## src/rtl/seg_scan_controller.sv

```systemverilog
// Time-multiplexed scan controller for common-anode 7-segment digits.
// Holds a committed display word plus a one-entry pending buffer that is
// swapped in only at a frame boundary, so a frame never shows a mix of two
// words. Presents one nibble per slot to an external shared decoder and
// gates the returned segment pattern onto the pins.
module seg_scan_controller #(
  parameter int NUM_DIGITS  = 4,
  parameter int REFRESH_DIV = 50000,
  parameter int DEAD_CYCLES = 2
) (
  input  logic                    clk,
  input  logic                    reset,
  input  logic                    load_valid,
  output logic                    load_ready,
  input  logic [4*NUM_DIGITS-1:0] load_data,
  input  logic [NUM_DIGITS-1:0]   load_dp,
  input  logic                    blank_lz,
  output logic [3:0]              nibble_out,
  input  logic [6:0]              seg_in,
  output logic [6:0]              seg_out,
  output logic                    dp_out,
  output logic [NUM_DIGITS-1:0]   anode_out,
  output logic                    frame_start
);

  localparam int MAX_COUNT = (REFRESH_DIV > DEAD_CYCLES) ? REFRESH_DIV : DEAD_CYCLES;
  localparam int CW        = $clog2(MAX_COUNT + 1);
  localparam int IW        = $clog2(NUM_DIGITS);

  localparam logic [CW-1:0] DRIVE_LAST = CW'(REFRESH_DIV - 1);
  localparam logic [CW-1:0] BLANK_LAST = CW'(DEAD_CYCLES - 1);
  localparam logic [IW-1:0] LAST_DIGIT = IW'(NUM_DIGITS - 1);

  typedef enum logic {
    ST_DRIVE,
    ST_BLANK
  } state_e;

  state_e                  state_q, state_d;
  logic [IW-1:0]           idx_q, idx_d;
  logic [CW-1:0]           cnt_q, cnt_d;
  logic [4*NUM_DIGITS-1:0] display_q, display_d;
  logic [NUM_DIGITS-1:0]   display_dp_q, display_dp_d;
  logic [4*NUM_DIGITS-1:0] pend_data_q, pend_data_d;
  logic [NUM_DIGITS-1:0]   pend_dp_q, pend_dp_d;
  logic                    pend_valid_q, pend_valid_d;
  logic [3:0]              nibble_q, nibble_d;
  logic [NUM_DIGITS-1:0]   anode_q, anode_d;
  logic                    frame_q, frame_d;
  logic [NUM_DIGITS-1:0]   lz_blank;
  logic                    zero_above;
  logic                    anode_active;

  // Next-state logic: slot sequencing, frame-boundary commit, load capture
  // and the registered pin values for the cycle that follows.
  always_comb begin
    // NOTE: every signal gets a default before any branch; a path that leaves
    // one unassigned would make synthesis infer a latch.
    state_d      = state_q;
    idx_d        = idx_q;
    cnt_d        = cnt_q + CW'(1);
    display_d    = display_q;
    display_dp_d = display_dp_q;
    pend_data_d  = pend_data_q;
    pend_dp_d    = pend_dp_q;
    pend_valid_d = pend_valid_q;
    frame_d      = 1'b0;

    case (state_q)
      ST_DRIVE: begin
        if (cnt_q == DRIVE_LAST) begin
          state_d = ST_BLANK;
          cnt_d   = '0;
        end
      end
      default: begin
        if (cnt_q == BLANK_LAST) begin
          state_d = ST_DRIVE;
          cnt_d   = '0;
          if (idx_q == LAST_DIGIT) begin
            // Frame boundary: swap in the pending word so frames never tear.
            idx_d   = '0;
            frame_d = 1'b1;
            if (pend_valid_q) begin
              display_d    = pend_data_q;
              display_dp_d = pend_dp_q;
              pend_valid_d = 1'b0;
            end
          end else begin
            idx_d = idx_q + IW'(1);
          end
        end
      end
    endcase

    // Capture needs an empty buffer while commit needs a full one, so the two
    // writes to pend_valid_d are mutually exclusive.
    if (load_valid && !pend_valid_q) begin
      pend_data_d  = load_data;
      pend_dp_d    = load_dp;
      pend_valid_d = 1'b1;
    end

    // Leading-zero blanking on the word that will be on display next cycle.
    zero_above = 1'b1;
    lz_blank   = '0;
    for (int i = NUM_DIGITS - 1; i >= 1; i--) begin
      zero_above  = zero_above & (display_d[4*i +: 4] == 4'd0);
      lz_blank[i] = blank_lz & zero_above;
    end

    anode_d = '1;
    if (state_d == ST_DRIVE && !lz_blank[idx_d]) begin
      anode_d[idx_d] = 1'b0;
    end
    nibble_d = 4'(display_d >> {idx_d, 2'b00});
  end

  // State and registered-output update with synchronous reset.
  always_ff @(posedge clk) begin
    // NOTE: sequential state uses non-blocking assignment so every register
    // samples pre-edge values regardless of statement order.
    if (reset) begin
      state_q      <= ST_BLANK;
      idx_q        <= LAST_DIGIT;
      cnt_q        <= '0;
      display_q    <= '0;
      display_dp_q <= '0;
      pend_data_q  <= '0;
      pend_dp_q    <= '0;
      pend_valid_q <= 1'b0;
      nibble_q     <= '0;
      anode_q      <= '1;
      frame_q      <= 1'b0;
    end else begin
      state_q      <= state_d;
      idx_q        <= idx_d;
      cnt_q        <= cnt_d;
      display_q    <= display_d;
      display_dp_q <= display_dp_d;
      pend_data_q  <= pend_data_d;
      pend_dp_q    <= pend_dp_d;
      pend_valid_q <= pend_valid_d;
      nibble_q     <= nibble_d;
      anode_q      <= anode_d;
      frame_q      <= frame_d;
    end
  end

  // Pin gating: segments and decimal point follow the live anode only.
  always_comb begin
    anode_active = ~anode_q[idx_q];
    seg_out      = anode_active ? seg_in : 7'b1111111;
    dp_out       = anode_active ? ~display_dp_q[idx_q] : 1'b1;
  end

  assign load_ready  = ~pend_valid_q;
  assign nibble_out  = nibble_q;
  assign anode_out   = anode_q;
  assign frame_start = frame_q;

endmodule

```

## config.mk

```make
export PLATFORM = sky130hd
export DESIGN_NAME = seg_scan_controller
export DESIGN_NICKNAME = d
export VERILOG_FILES = /design/src/rtl/seg_scan_controller.sv
export SDC_FILE = /design/constraint.sdc
export NUM_CORES = 1
export LEC_CHECK = 0
export BUFFER_PORTS_ARGS = -buffer_cell sky130_fd_sc_hd__buf_4
export CORE_MARGIN = 10
export CORE_UTILIZATION = 56
export DETAILED_ROUTE_END_ITERATION = 8
export PLACE_DENSITY = 0.76
export REMOVE_ABC_BUFFERS = 1
export SKIP_CTS_REPAIR_TIMING = 1
export SLEW_MARGIN = 20
export SYNTH_ARGS = -nofsm -noshare
export SYNTH_HDL_FRONTEND = slang
export SYNTH_SLANG_ARGS = --single-unit
export TNS_END_PERCENT = 30
```

## constraint.sdc

```tcl
create_clock -name clk -period 3.2 [get_ports clk]
set_clock_uncertainty 0.2 [all_clocks]
set_input_delay 0 -clock clk [delete_from_list [all_inputs] [get_ports clk]]
set_output_delay 0 -clock clk [all_outputs]
set_load 0.01 [all_outputs]
```

==> results.yml <==
detailed_routing:
  detail-route-antenna-nets: 0
  drt_pass1_iterations: 4
  via_per_inst: 5.54
  detail_route.iter0.violations: 204
  drc: 0
  wire_per_inst_um: 15.3
  vias: 2951
  wirelength_um: 8150
place:
  port_buffers: 48
  dp_cells: 475
  hpwl_um: 5440
  gp_routability_congestion: 0.878
  pre_cts_ws_ps: 450
floorplanning:
  rows: 27
  ios: 49
  die_w_um: 95.6
  start_util_pct: 57.8
  core_um2: 5540
  die_area_um2: 9150
  fp.dieH_um: 95.6
critical_path:
  cp.arrival_ps: 2750
  worstPathCellList: "ha_1 -> nand2_1 -> mux4_2 -> mux2_2 -> o21ai_1 -> a21oi_1"
  cp.required_ps: 3190
  slowest_stage: "dfxtp_1"
  end_kind: "register"
  critPathTopFamily: "multiplexers"
  worstSetupPathType: "reg -> reg"
  cp_max_fo: 13
  critPathLaunchType: "register"
  critPathBufInv: 0
  cp_slowest_stage_delay_ps: 630
timing:
  tns_ps: 0
  slew_headroom_pct: 53.5
  finalCritPeriodShare_pct: 86.3
  layout_setup_ws_ps: 439
  rsz0062_at_grt: "no"
  hold_viol_final: 0
  fin_hold_ws_ps: 66.5
  max_clock_freq_mhz: 362
  tightest_slew_ps: 697
  setup_viol: 0
  finalCriticalPeriod_ps: 2760
  slew_violations: 0
grt:
  grt-ovfl-total: 0
  grtUsageTotal_pct: 17.1
  antenna_found_initial: 0
  grt_pass1_vias: 2709
  grt_max_degree: 48
  grt_pass1_wl_um: 12600
synthesis:
  synthSimpleGateAreaFrac_pct: 26.7
  ys_ff_latch: 69
  ys_types: 48
  ys_warn_count: 0
  avgSynthCellArea_um2: 8.64
  synth_compound_area_share_pct: 10.8
  netlist_area_um2: 3200
  synthMuxAreaShare_pct: 9.72
  synth_top_family_by_area: "simple AND/OR/NAND/NOR gates"
  synth_cells: 371
  synth_adder_area_share_pct: 1.17
  synth_xor_xnor_area_share_pct: 3.83
  yosysSeqAreaShare_pct: 43.1
final_layout:
  seq_area_um2: 1380
  fill_cells: 421
  utilization_pct: 75.0
  drive_gt1_share_pct: 20.8
  multiInputGateArea_um2: 1670
  diodes: 0
  instances_no_fill: 533
  nets: 490
  syn_to_final_growth_pct: 29.6
clocking:
  cts_sinks: 69
  clock_path_buffers: 2
  root_buffer: "clkbuf_8"
  cts-buffers-inserted: 9
  cts_tree: "done"
  insertion_delay_ps: 330
  clk_pin_slew_ps: 70
  htreeDepth: 3
pwr:
  cellLeakagePower_uw: 0.00167
  ir_drop_v: 0.000501
  power_density_nw_per_um2: 493
worst_hold_path:
  hp-class: "in -> out"
job:
  drv_cap: 0
status:
  outcome: "completed"
## where the power goes
| part | internal (uW) | total (uW) | switching (uW) |
|---|---|---|---|
| clock | 324 | 621 | 297 |
| sequential | 903 | 947 | 43.4 |
| combinational | 222 | 479 | 257 |
| total | 1450 | 2050 | 597 |
## synthesized netlist by cell type, drive strengths merged
cell type / instances / area share [%]
inv: 7 / 0.82
nand2b: 2 / 0.39
nor4b: 2 / 0.74
mux4: 6 / 4.2
nor4: 9 / 2.1
dfxtp: 69 / 43
nand4b: 2 / 1.0
and3: 8 / 1.6
mux2: 10 / 3.5
nor2: 25 / 3.4
a21oi: 44 / 6.9
o221ai: 3 / 0.82
and4: 1 / 0.27
nand2: 92 / 11
or4: 2 / 0.59
nor2b: 1 / 0.20
or3: 1 / 0.35
nor3: 7 / 1.1
o2bb2ai: 1 / 0.27
or2: 7 / 1.4
xnor2: 8 / 2.2
and2: 2 / 0.39
o32ai: 1 / 0.27
o22ai: 2 / 0.39
ha: 3 / 1.2
mux2i: 6 / 2.0
o21ai: 5 / 0.78
a2111o: 1 / 0.35
or4b: 1 / 0.31
nand3: 11 / 1.7
xor2: 6 / 1.6
a21o: 1 / 0.23
a31oi: 4 / 0.78
clkbuf: 12 / 2.3
buf: 8 / 1.5
or3b: 1 / 0.27
## cell families after synthesis
logic type / Yosys count
fa+ha+maj: 3
compound gates: 62
buf+inv: 27
xor+xnor: 14
flops: 69
simple gates: 174
mux: 22
## layout by cell type, fill, tap and decap left out, types with 2 or more instances in the layout
master,instances
clkbuf_1,4
or2_2,7
xnor2_1,8
dfxtp_1,69
o22ai_1,2
mux2_2,10
o221ai_1,3
nand2b_1,2
nor4_1,7
mux2i_1,5
nor2_1,24
nand3_1,11
ha_1,3
nor4_2,2
clkbuf_8,11
nand2_1,91
a31oi_1,4
o21ai_1,2
xor2_1,6
inv_1,7
and3_1,8
buf_4,52
mux4_2,6
dlygate4sd3_1,42
nor3_1,7
a21oi_1,44
o21ai_0,3
## worst paths after layout
kind	startpoint	endpoint	slack, ps	cells past startpoint
max	idx_q[0]$_SDFF_PP1_	nibble_out[3]$_SDFF_PP0_	440	6
min	seg_in[5]	seg_out[5]	70	3
max reg2reg	idx_q[0]$_SDFF_PP1_	nibble_out[3]$_SDFF_PP0_	440	6
min reg2reg	display_dp_q[1]$_SDFFE_PP0P_	display_dp_q[1]$_SDFFE_PP0P_	260	2
## layout make-up
class,instances,share of cell area (%)
Clock buffer,15,4.01
Clock inverter,1,0.121
Inverter,7,0.633
Multi-Input combinational cell,275,40.3
Sequential cell,69,33.3
Tap cell,72,2.17
Timing Repair Buffer,94,19.5
## metrics by stage
| stage | instance area [um^2] | power, uW |
|---|---|---|
| finish | 4150 | 2050 |
| global route | 4150 | 2150 |
| CTS | 3730 | 2010 |
| detailed placement | 3560 | 1400 |
| global placement | 3560 | 1380 |
| floorplan | 3080 | 1240 |
## per-layer routing
metal | wire length [um] | vias to the layer above | track usage, %
met3 | 545 | 20 | 3.93
li1 | - | 1452 | -
met2 | 3860 | 98 | 27.0
met5 | 0 | - | 0
met4 | 203 | 0 | 6.88
met1 | 3540 | 1381 | 22.0
## state kept, by name (all words and copies together), names as in the netlist
signal        count
display_q        16
pend_dp_q         4
cnt_q            16
anode_out         4
nibble_out        4
state_q           1
pend_valid_q      1
idx_q             2
frame_start       1
pend_data_q      16
display_dp_q      4
## worst reg2reg max path, cell delays in order (launching register included)
cell,delay (ps)
dfxtp_1,630
ha_1,410
nand2_1,370
mux4_2,560
mux2_2,290
o21ai_1,70
a21oi_1,100
Power figures use the tool's default switching activity.
